## config.mk

```make
export PLATFORM = sky130hd
export DESIGN_NAME = calc_ctrl_flat
export DESIGN_NICKNAME = d
export VERILOG_FILES = /design/src/rtl/calc_ctrl_if.sv /design/src/rtl/calc_ctrl.sv /design/src/flat_wrapper.sv
export SDC_FILE = /design/constraint.sdc
export NUM_CORES = 1
export LEC_CHECK = 0
export CAP_MARGIN = 20
export CELL_PAD_IN_SITES_DETAIL_PLACEMENT = 0
export CELL_PAD_IN_SITES_GLOBAL_PLACEMENT = 2
export CORE_ASPECT_RATIO = 0.9
export CORE_MARGIN = 2
export CORE_UTILIZATION = 30
export DETAILED_ROUTE_END_ITERATION = 10
export HOLD_SLACK_MARGIN = 0.05
export PLACE_DENSITY_LB_ADDON = 0.1
export SYNTH_ARGS = -nofsm -noshare
export SYNTH_HDL_FRONTEND = slang
export SYNTH_SLANG_ARGS = --single-unit
export TNS_END_PERCENT = 50
```

## constraint.sdc

```tcl
create_clock -name clk -period 5.71 [get_ports clk]
set_input_delay 1.4275 -clock clk [delete_from_list [all_inputs] [get_ports clk]]
set_output_delay 1.4275 -clock clk [all_outputs]
set_load 0.1 [all_outputs]
```

## src/rtl/calc_ctrl_if.sv

```systemverilog
// Keypad-to-calculator bus: decoded key fields in, display value and status out.
// VW must match the calc_ctrl instance that uses this interface.
interface calc_ctrl_if #(
  parameter int unsigned VW = 14
);
  logic          btn_pressed;
  logic          is_number;
  logic          is_op;
  logic          is_eq;
  logic [3:0]    num_val;
  logic [1:0]    op_val;
  logic [VW-1:0] disp_mag;
  logic          disp_neg;
  logic          result_valid;
  logic          err;
  logic [2:0]    state_o;

  modport master (
    output btn_pressed, is_number, is_op, is_eq, num_val, op_val,
    input  disp_mag, disp_neg, result_valid, err, state_o
  );

  modport slave (
    input  btn_pressed, is_number, is_op, is_eq, num_val, op_val,
    output disp_mag, disp_neg, result_valid, err, state_o
  );
endinterface

```

## src/rtl/calc_ctrl.sv

```systemverilog
// Keypad calculator sequencer: builds operands, applies +/- (and * when CALC_MUL_EN is defined),
// chains operations and drives a signed magnitude/sign pair to the display.
module calc_ctrl #(
  parameter int unsigned NDIG = 4,
  parameter int unsigned VW   = 14
) (
  input logic        clk,
  input logic        reset,
  calc_ctrl_if.slave bus
);

  localparam int unsigned AW = VW + 2;
  localparam int unsigned RW = 2 * AW;
  localparam int unsigned CW = $clog2(NDIG + 1);

  function automatic int pow10(int n);
    int v = 1;
    for (int i = 0; i < n; i++) v = v * 10;
    return v;
  endfunction

  localparam int                   MaxV = pow10(NDIG) - 1;
  localparam logic signed [RW-1:0] MaxW = RW'(MaxV);
  localparam logic signed [RW-1:0] MinW = -MaxW;
  localparam logic signed [AW-1:0] Ten  = AW'(10);
  localparam logic [CW-1:0]        NdigC = CW'(NDIG);

  typedef enum logic [2:0] {
    StA   = 3'd0,
    StOp  = 3'd1,
    StB   = 3'd2,
    StRes = 3'd3,
    StErr = 3'd4
  } state_e;

  state_e                state_q, state_d;
  logic signed [AW-1:0]  a_q, a_d, b_q, b_d;
  logic [1:0]            op_q, op_d;
  logic [CW-1:0]         cnt_a_q, cnt_a_d, cnt_b_q, cnt_b_d;
  logic [VW-1:0]         mag_q, mag_d;
  logic                  neg_q, neg_d;
  logic                  valid_q, valid_d;
  logic                  err_q, err_d;
  logic                  key_stb_q;

  logic                  op_ok;
  logic                  zero_key;
  logic signed [AW-1:0]  num_ext, app_a, app_b, r;
  logic signed [RW-1:0]  r_wide;
  logic                  ovf;

  function automatic logic [VW-1:0] mag_of(logic signed [AW-1:0] v);
    logic signed [AW-1:0] t;
    t = v[AW-1] ? -v : v;
    return t[VW-1:0];
  endfunction

  // Reserved op codes (and multiply when not built in) behave as if no key was pressed.
`ifdef CALC_MUL_EN
  assign op_ok = bus.is_op && (bus.op_val != 2'd3);
`else
  assign op_ok = bus.is_op && (bus.op_val[1] == 1'b0);
`endif

  assign zero_key = (bus.num_val == 4'd0);
  assign num_ext  = $signed({{(AW-4){1'b0}}, bus.num_val});
  assign app_a    = a_q * Ten + num_ext;
  assign app_b    = b_q * Ten + num_ext;

  always_comb begin
    r_wide = '0;
    case (op_q)
      2'd0:    r_wide = RW'(a_q) + RW'(b_q);
      2'd1:    r_wide = RW'(a_q) - RW'(b_q);
`ifdef CALC_MUL_EN
      2'd2:    r_wide = RW'(a_q) * RW'(b_q);
`endif
      default: r_wide = '0;
    endcase
  end

  assign ovf = (r_wide > MaxW) || (r_wide < MinW);
  assign r   = r_wide[AW-1:0];

  always_comb begin
    state_d = state_q;
    a_d     = a_q;
    b_d     = b_q;
    op_d    = op_q;
    cnt_a_d = cnt_a_q;
    cnt_b_d = cnt_b_q;
    mag_d   = mag_q;
    neg_d   = neg_q;
    err_d   = err_q;
    valid_d = 1'b0;

    if (key_stb_q) begin
      unique case (state_q)
        StA: begin
          if (bus.is_number) begin
            // Leading zeros neither change the value nor consume a digit slot.
            if (cnt_a_q < NdigC && !(a_q == '0 && zero_key)) begin
              a_d     = app_a;
              cnt_a_d = cnt_a_q + 1'b1;
              mag_d   = mag_of(app_a);
              neg_d   = app_a[AW-1];
            end
          end else if (op_ok) begin
            op_d    = bus.op_val;
            state_d = StOp;
          end
        end
        StOp: begin
          if (bus.is_number) begin
            b_d     = num_ext;
            cnt_b_d = zero_key ? '0 : CW'(1);
            mag_d   = VW'(bus.num_val);
            neg_d   = 1'b0;
            state_d = StB;
          end else if (op_ok) begin
            op_d = bus.op_val;
          end
        end
        StB: begin
          if (bus.is_number) begin
            if (cnt_b_q < NdigC && !(b_q == '0 && zero_key)) begin
              b_d     = app_b;
              cnt_b_d = cnt_b_q + 1'b1;
              mag_d   = mag_of(app_b);
              neg_d   = 1'b0;
            end
          end else if (op_ok || bus.is_eq) begin
            if (ovf) begin
              state_d = StErr;
              err_d   = 1'b1;
              mag_d   = '0;
              neg_d   = 1'b0;
            end else begin
              a_d     = r;
              mag_d   = mag_of(r);
              neg_d   = r[AW-1];
              valid_d = 1'b1;
              if (op_ok) begin
                op_d    = bus.op_val;
                b_d     = '0;
                cnt_b_d = '0;
                state_d = StOp;
              end else begin
                state_d = StRes;
              end
            end
          end
        end
        StRes: begin
          if (bus.is_number) begin
            a_d     = num_ext;
            cnt_a_d = zero_key ? '0 : CW'(1);
            mag_d   = VW'(bus.num_val);
            neg_d   = 1'b0;
            state_d = StA;
          end else if (op_ok) begin
            op_d    = bus.op_val;
            state_d = StOp;
          end
        end
        StErr: begin
          if (bus.is_number) begin
            err_d   = 1'b0;
            a_d     = num_ext;
            cnt_a_d = zero_key ? '0 : CW'(1);
            mag_d   = VW'(bus.num_val);
            neg_d   = 1'b0;
            state_d = StA;
          end
        end
        default: begin
          state_d = StA;
        end
      endcase
    end
  end

  always_ff @(posedge clk or negedge reset) begin
    if (!reset) begin
      state_q   <= StA;
      a_q       <= '0;
      b_q       <= '0;
      op_q      <= '0;
      cnt_a_q   <= '0;
      cnt_b_q   <= '0;
      mag_q     <= '0;
      neg_q     <= 1'b0;
      valid_q   <= 1'b0;
      err_q     <= 1'b0;
      key_stb_q <= 1'b0;
    end else begin
      state_q   <= state_d;
      a_q       <= a_d;
      b_q       <= b_d;
      op_q      <= op_d;
      cnt_a_q   <= cnt_a_d;
      cnt_b_q   <= cnt_b_d;
      mag_q     <= mag_d;
      neg_q     <= neg_d;
      valid_q   <= valid_d;
      err_q     <= err_d;
      key_stb_q <= bus.btn_pressed;
    end
  end

  assign bus.disp_mag     = mag_q;
  assign bus.disp_neg     = neg_q;
  assign bus.result_valid = valid_q;
  assign bus.err          = err_q;
  assign bus.state_o      = state_q;

endmodule

```

## src/flat_wrapper.sv

```systemverilog
// flat-port wrapper written by rule: the top's interface ports become plain ports
module calc_ctrl_flat 
#(
  parameter int unsigned NDIG = 4,
  parameter int unsigned VW   = 14
)
  (clk, reset, bus_btn_pressed, bus_is_number, bus_is_op, bus_is_eq, bus_num_val, bus_op_val, bus_disp_mag, bus_disp_neg, bus_result_valid, bus_err, bus_state_o);
  calc_ctrl_if #(.VW(VW)) bus_i ();
  input logic clk;
  input logic reset;
  input wire logic [$bits(bus_i.btn_pressed)-1:0] bus_btn_pressed;
  input wire logic [$bits(bus_i.is_number)-1:0] bus_is_number;
  input wire logic [$bits(bus_i.is_op)-1:0] bus_is_op;
  input wire logic [$bits(bus_i.is_eq)-1:0] bus_is_eq;
  input wire logic [$bits(bus_i.num_val)-1:0] bus_num_val;
  input wire logic [$bits(bus_i.op_val)-1:0] bus_op_val;
  output wire logic [$bits(bus_i.disp_mag)-1:0] bus_disp_mag;
  output wire logic [$bits(bus_i.disp_neg)-1:0] bus_disp_neg;
  output wire logic [$bits(bus_i.result_valid)-1:0] bus_result_valid;
  output wire logic [$bits(bus_i.err)-1:0] bus_err;
  output wire logic [$bits(bus_i.state_o)-1:0] bus_state_o;
  assign bus_i.btn_pressed = bus_btn_pressed;
  assign bus_i.is_number = bus_is_number;
  assign bus_i.is_op = bus_is_op;
  assign bus_i.is_eq = bus_is_eq;
  assign bus_i.num_val = bus_num_val;
  assign bus_i.op_val = bus_op_val;
  assign bus_disp_mag = bus_i.disp_mag;
  assign bus_disp_neg = bus_i.disp_neg;
  assign bus_result_valid = bus_i.result_valid;
  assign bus_err = bus_i.err;
  assign bus_state_o = bus_i.state_o;
  calc_ctrl #(.NDIG(NDIG), .VW(VW)) u_core (.clk(clk), .reset(reset), .bus(bus_i));
endmodule
```

# After elaboration in Yosys (flattened, before gate mapping)
# Index checks and enable logic that the tools add are counted.
# op_classes
n_addsub,9
mul,2
magnitude_cmp,4
eq_ne,21
n_mux,69
n_bitwise,1
reduce_logical,30
# ops
op,n
16-bit 2-to-1 mux,11
14-bit 2-to-1 mux,10
32-bit case mux with 2 select lines,1
3-bit 2-to-1 mux,16
16-bit case mux with 3 select lines,1
14-bit negator,3
14-bit case mux with 3 select lines,1
16-bit by 5-bit adder with 16-bit output,2
32-bit by 15-bit greater-than comparator with 1-bit output (second input constant),1
16-bit logical NOT,2
32-bit by 15-bit less-than comparator with 1-bit output (second input constant),1
16-bit by 4-bit multiplier with 15-bit output (second input constant),2
16-bit case mux with 2 select lines,1
6-bit AND reduction,3
16-bit by 16-bit adder with 17-bit output,1
16-bit by 16-bit subtractor with 17-bit output,1
1-bit 2-to-1 mux,16
3-bit case mux with 5 select lines,1
2-bit inequality test (second input constant),7
7-bit AND reduction,2
2-bit 2-to-1 mux,6
3-bit case mux with 2 select lines,2
2-bit by 1-bit inequality test with 1-bit output (second input constant),5
3-bit by 2-bit inequality test with 1-bit output (second input constant),3
23 further kinds,37
# totals
register_bits,61
in_bits,12
output_inout_bits,20
wordCells,147

# Depth between registers and ports, before layout
# Gate-level depths: netlist (run 1).
# depth
word_depth,9
ltp_mapped,21
depth_no_buf,17

# Least setup slack after synthesis (run 1)
# OpenSTA, ideal clock, no wires.
# synth_path
path_kind,register to register
from,register u_core.b_q[1]
to,register u_core.b_q[11]
setup_ns,0.125
arrival_time_ns,4.604
required_ns,5.585
slack_ns,0.981
path_stages_with_launch,22
period_less_slack_ns,4.729
path_cell_list,dfrtp_1 > inv_1 > ha_1 > or3b_2 > nor2_1 > a21oi_1 > xnor2_1 > ha_1 > clkbuf_1 > a21o_1 > nor3b_1 > a221o_1 > a211o_1 > a2111oi_2 > a311oi_1 > and2_1 > or2_1 > buf_6 > o31a_1 > buf_6 > buf_6 > mux2_4
# synth_via
elab_chain_len,6
elab_cells_between_ends,18
cone_classes,add/sub (3); mul (1); order compare (2); eq/ne (2); mux (4); reduce/logical (6)
# synth_rtl
item,line,source
start: declaration,calc_ctrl.sv:37,"logic signed [AW-1:0] a_q, a_d, b_q, b_d;"
start signal: assignment,calc_ctrl.sv:187,b_q <= '0;
start signal: assignment,calc_ctrl.sv:199,b_q <= b_d;
branches (longest 6 deep; another with 16-bit by 4-bit multiplier with 15-bit output),--,
# Parallel ways; which one is timed is not known. The select of a mux whose other input is x is not followed.
# A chain may end at the register's enable or synchronous reset.

# Final worst setup path (run 1)
# layout_path
from,register u_core.b_q[1]
to,register u_core.b_q[7]
# Same word-level chain as after synthesis.

==> results of run 1 <==
==> kinds of logic (layout without fill, tap and decap cells) <==
logic type | count (synthesis) | after routing | share of synthesized area (%)
compound gates | 299 | 299 | 25.7
xor+xnor | 85 | 85 | 9.27
fa+ha+maj | 80 | 80 | 12.7
buf+inv | 91 | 155 | 4.73
flops | 61 | 61 | 18.7
mux | 40 | 40 | 5.93
simple gates | 361 | 361 | 23.0
==> worst max path at each step <==
stage / from / endpoint / slack (ns) / cells after the start
2_1_floorplan: u_core.b_q[1] / u_core.b_q[11] / 0.98 / 21
3_3_place_gp: bus_num_val[1] / u_core.bus.disp_mag[1] / 0.24 / 14
3_5_place_dp: bus_num_val[1] / u_core.bus.disp_mag[1] / 0.19 / 14
4_1_cts: u_core.b_q[1] / u_core.b_q[7] / 0.37 / 18
5_1_grt: u_core.b_q[1] / u_core.b_q[5] / 0.04 / 18
6_report: u_core.b_q[1] / u_core.b_q[7] / 0.37 / 18
==> synth_stat cells (8+ instances only) <==
cell      count
ha_1         75
and3_1       12
a21oi_1      58
mux2_4       12
nand4_1      15
o21a_1       11
o21ai_1       9
o22ai_1      14
mux2_1       14
o211ai_1     16
mux2i_1      10
and2_1       13
xor2_1       32
xnor2_1      52
nor3b_1       8
inv_1        42
a211oi_1     16
nand2b_1     11
o31ai_1       8
nor3_1       37
nand2_1      57
a21o_1       18
nor4_1       19
or3_1         8
clkbuf_1     36
a31oi_1      14
nor2_1       90
or2_2         9
dfrtp_1      61
o21ai_0      42
a211o_1       8
nor2b_1      17
nand3_1      33
==> cell usage in the layout, fill, tap and decap left out, drive strengths merged, types with 9 or more instances in the layout <==
cell	netlist	routed
or2	12	12
nor2	90	90
clkdlybuf4s50	0	30
a31oi	15	15
o21a	11	11
o22ai	14	14
a21oi	58	58
and2	13	13
dfrtp	61	61
xor2	32	32
a211oi	19	19
nand3	33	33
nand4	15	15
nor4	20	20
nand2	57	57
nand2b	11	11
xnor2	52	52
ha	75	75
o21ai	52	52
o211ai	16	16
o311ai	9	9
mux2	29	29
mux2i	11	11
a21o	18	18
buf	13	67
nor3	37	37
clkbuf	36	9
inv	42	43
and3	12	12
nor2b	17	17
==> metrics by stage <==
step	cells	utilization, %
floorplan	1017	-
detailed placement	1419	34.4
global placement	1419	34.4
CTS	1435	35.7
finish	1435	35.7
global route	1435	35.7
==> tightest hold or removal path, delay by kind of cell (launching register included) <==
family	cells	cell delay [ns]
flip-flops	1	0.35
AND/OR/NAND/NOR	2	0.11
==> sequential cells by signal, indices dropped and copies added (netlist names) <==
register and flops:
u_core.bus.disp_neg 1, u_core.bus.disp_mag 14, u_core.key_stb_q 1, u_core.bus.result_valid 1, u_core.a_q 16, u_core.bus.err 1, u_core.cnt_a_q 3, u_core.cnt_b_q 3
u_core.b_q 16, u_core.op_q 2, u_core.bus.state_o 3
==> metal layers <==
layer / part of all wire, % / up-vias
li1: - / 3971
met1: 51 / 3932
met2: 45 / 140
met3: 2.8 / 28
met4: 1.8 / 0
met5: 0 / -
==> area by class of cell <==
type / instances / share of cell area (%)
clock buffer: 9 / 2.34
clock inverter: 7 / 1.52
inverter: 42 / 1.64
multi-input combinational: 865 / 65.3
sequential: 61 / 15.9
tap: 354 / 4.61
timing repair buffer: 97 / 8.73
==> reports/metrics.cfg, run 1 <==
[final_layout]
drive_gt1_share_pct = 11.4
seq_area_sq_mm = 0.00153
diodes = 0
final_net_count = 1168
multiInputGateArea_sq_mm = 0.00627
final_area_sq_mm = 0.00961
area_growth_syn_to_layout_pct = 17.5
nFillCells = 2845

[timing]
worst_slack_ns = 0.366
maxSlewViolCount = 0
worst_slew_pin_slew_ns = 0.993
tns_ns = 0
fin_crit_sh_pct = 93.6
slew_headroom_pct = 33.6
final.setup_skew_ns = 0.0113
rsz0062_at_grt = no
whs_ns = 0.492
finalHoldViolCount = 0
max_freq_mhz = 187
min_period_ns = 5.34
setup_viol = 0

[global_routing]
met1_usage_pct = 33.9
first_global_vias = 7891
grt_overflow_total = 0
grt_pass1_wl_microns = 50100
grtUsageMet3_pct = 2.56
grt_busiest_layer = met2
track_usage_pct = 23.3
met2_usage_pct = 36.5
antenna_found_initial = 0
grt_max_degree = 34

[logic_synthesis]
synth_edf_count = 0
yosys_warnings = 0
synth_top_area_share_pct = 18.7
ys_ff_latch = 61
yosys-top-cells-area = dfrtp_1 (19%), ha_1 (11%), xnor2_1 (5.6%)
ys.flop_type = dfrtp_1
synth.distinct_cells = 82
synth_largest_area_cell = dfrtp_1
synthArstFlopShare_pct = 100
seq_area_frac_synth_pct = 18.7
syn_nets = 1109
syn_inst = 1017
netlist_area_sq_mm = 0.00818
avgSynthCellArea_sq_um = 8.04

[die]
num_rows = 57
chipWidth_microns = 178
core_region_area_sq_mm = 0.0269
initial_utilization_pct = 30.4
pin_count = 32
fp.dieArea_sq_mm = 0.0286
die_y_microns = 161

[drt]
vias = 8071
routed_wl_microns = 32600
drc_errors = 0
antenna_left = 0
wl_per_cell_microns = 22.7
drt-initial-drc-count = 529
drtPass1Iterations = 7
drt-vias-per-instance = 5.62

[critical_path]
r2r-end = u_core.b_q[7]
worstSetupStartpointType = flip-flop
ff2ff_path_depth = 18
slowest_stage = o311ai_1
crit_family = compound AO/OA/AOI/OAI gates
critPathBufInv = 3
rrSetupSlack_ns = 0.37
critPathKind = reg2reg
rr_startpoint = u_core.b_q[1]
critical_path_arrival_ns = 5.57
crit_chain = nor4_1 > buf_4 > nand3b_1 > or2_2 > o21ai_0 > buf_4 > xor2_1 > ha_1 > a21o_1 > a31o_1 > o311ai_1 > a2111oi_2 > a311oi_1 > and2_1 > or2_1 > o31a_1 > buf_12 > mux2_1
crit_path_max_incr_delay_ns = 0.54
path_max_fanout = 16
critPathCaptureType = flip-flop
worstPathRequired_ns = 5.94
cpMostUsedCell = buf_4

[hold_path]
min_from = u_core.bus.disp_mag[6]
min_delay_path_depth = 2
worstHoldEndpoint = u_core.bus.disp_mag[6]
hp-class = reg2reg

[clock_tree]
cts.clk_slew.worst_paths_ns = 0.06
cts_made_buffers = 9
tritoncts = built
clk_latency_ns = 0.35
cts_hold_buf = 0
cts.sinks = 61
post_cts_buffers = 0
ctsResizeCount = 0
clockBufferDepth = 2
root_buffer = clkbuf_16
htree_num_levels = 3

[place]
io_buffer_count = 31
placed_cell_area_sq_mm = 0.00924
finalWeightedCongestion = 0.858
dp_hpwl_microns = 26300
post-place-ws_ns = 0.186

[flow_run]
cap_violations = 0

[status]
status = completed

Power of run 1 is left out: the tool's default activity adds up to more than one toggle a clock period on the data nets, which glitch-free logic cannot reach.
==> run 2, diff against run 1 <==
CELL_PAD_IN_SITES_DETAIL_PLACEMENT = 1   (was 0)
SLEW_MARGIN = 20   (was unset)
==> run 2 against run 1 <==
Core utilization shrank 0.065 points. Critical path depth is 1 higher. Sequential share of layout area hardly changed. Via count increased by 1.4%. Fmax is 0.66% higher. First-iteration DRC count shrank 16%.
==> reports/metrics.cfg, run 2 (synthesis gave the netlist of run 1 again) <==
[status]
status = completed

[drt]
drtPass1Iterations = 4
vias = 8188
drt-vias-per-instance = 5.70
antenna_left = 0
routed_wl_microns = 33400
drc_errors = 0
wl_per_cell_microns = 23.3
drt-initial-drc-count = 447

[die]
chipWidth_microns = 178
fp.dieArea_sq_mm = 0.0286
pin_count = 32
initial_utilization_pct = 30.4
die_y_microns = 161
num_rows = 57
core_region_area_sq_mm = 0.0269

[place]
io_buffer_count = 31
finalWeightedCongestion = 0.858
placed_cell_area_sq_mm = 0.00924
dp_hpwl_microns = 27300

[hold_path]
worstHoldEndpoint = u_core.bus.disp_mag[6]
min_from = u_core.bus.disp_mag[6]
min_delay_path_depth = 2
hp-class = reg2reg

[timing]
slew_headroom_pct = 32.7
whs_ns = 0.485
min_period_ns = 5.31
final.setup_skew_ns = 0.0111
setup_viol = 0
rsz0062_at_grt = no
finalHoldViolCount = 0
tns_ns = 0
worst_slew_pin_slew_ns = 1.01
maxSlewViolCount = 0
fin_crit_sh_pct = 93.0
max_freq_mhz = 188

[critical_path]
critPathCaptureType = flip-flop
rr_startpoint = u_core.b_q[1]
ff2ff_path_depth = 19
worstSetupStartpointType = flip-flop
critical_path_arrival_ns = 5.54
r2r-end = u_core.b_q[8]
path_max_fanout = 16
critPathKind = reg2reg
worstPathRequired_ns = 5.94
rrSetupSlack_ns = 0.40

[final_layout]
final_area_sq_mm = 0.00959
diodes = 0
mostFrequentLayoutCells = nor2_1 (90), ha_1 (75), buf_4 (64)
final_net_count = 1169
drive_gt1_share_pct = 11.5
final_common_cell = nor2_1
area_growth_syn_to_layout_pct = 17.2

[global_routing]
track_usage_pct = 23.9
grt_max_degree = 34
grt_overflow_total = 0
met2_usage_pct = 37.8
first_global_vias = 8338
grt_pass1_wl_microns = 51700
antenna_found_initial = 0
grt_busiest_layer = met2
grtUsageMet3_pct = 3.24
met1_usage_pct = 34.0

[clock_tree]
cts.sinks = 61
cts_made_buffers = 9
cts.clk_slew.worst_paths_ns = 0.06
clockBufferDepth = 2
tritoncts = built
htree_num_levels = 3
cts_hold_buf = 0
root_buffer = clkbuf_16
clk_latency_ns = 0.35

[flow_run]
cap_violations = 0

run 2: changes by cell type in the layout (fill, tap and decap cells not counted), sizes merged:
cell,delta
buf,+1
bufinv,-1
inv,+1
run 2: worst max-delay path, cell delays in order, from the launching register on:
cell     delay, ns
dfrtp_1       0.46
inv_1         0.12
ha_1          0.23
or3b_2        0.49
nor4_1        0.46
nor2_1        0.11
xnor2_1       0.24
ha_1          0.38
a21oi_1       0.22
o21ai_0       0.14
or3_1         0.31
nor3_1        0.26
nor3_1        0.11
buf_4         0.15
o21ai_0       0.18
and2_1        0.23
or2_1         0.31
o31a_1        0.24
buf_12        0.19
mux2_1        0.33
run 2: timing repair:
action | in CTS | in global routing
resized for setup | 0 | 0
setup buffers | 0 | 1
endpoints found under the setup margin | 0 | 13
run 2: worst max path at each step:
stage / start / to / slack, ns / cells past startpoint
after floorplan: u_core.b_q[1] / u_core.b_q[11] / 0.98 / 21
after global placement: bus_num_val[1] / u_core.bus.disp_mag[1] / 0.24 / 14
after detailed placement: bus_num_val[2] / u_core.bus.disp_mag[1] / 0.21 / 12
after CTS: u_core.b_q[1] / u_core.b_q[8] / 0.39 / 17
after global routing: u_core.b_q[1] / u_core.b_q[5] / 0.03 / 22
final: u_core.b_q[1] / u_core.b_q[8] / 0.40 / 19
run 2: metrics by stage:
step | util [%] | worst slack (ns) | std cells
2_1_floorplan | - | 0.981 | 1017
3_3_place_gp | 34.4 | 0.237 | 1419
3_5_place_dp | 34.4 | 0.207 | 1419
4_1_cts | 35.6 | 0.393 | 1435
5_1_grt | 35.7 | 0.0298 | 1436
6_report | 35.7 | 0.402 | 1436
run 2: final cells by class:
| cell class | instances | area, sq um |
|---|---|---|
| fill | 3220 | 17300 |
| sequential | 61 | 1530 |
| clock inverter | 7 | 121 |
| inverter | 42 | 158 |
| clock buffer | 9 | 225 |
| timing repair buffer | 98 | 846 |
| tap | 354 | 443 |
| multi-input combinational | 865 | 6270 |
run 2: layer usage:
metal / wire length (microns) / vias to the layer above
met5: 0 / -
met4: 843 / 0
met3: 996 / 36
met2: 14900 / 109
met1: 16700 / 4085
li1: - / 3958
Power of run 2 is left out for the same reason.
==> run 3, diff against run 2 <==
CTS_CLUSTER_DIAMETER = 50   (was unset)
==> results of run 3 <==
Same layout as run 2: the final DEF is identical, and so are final timing and power.
Power of run 3 is left out for the same reason.
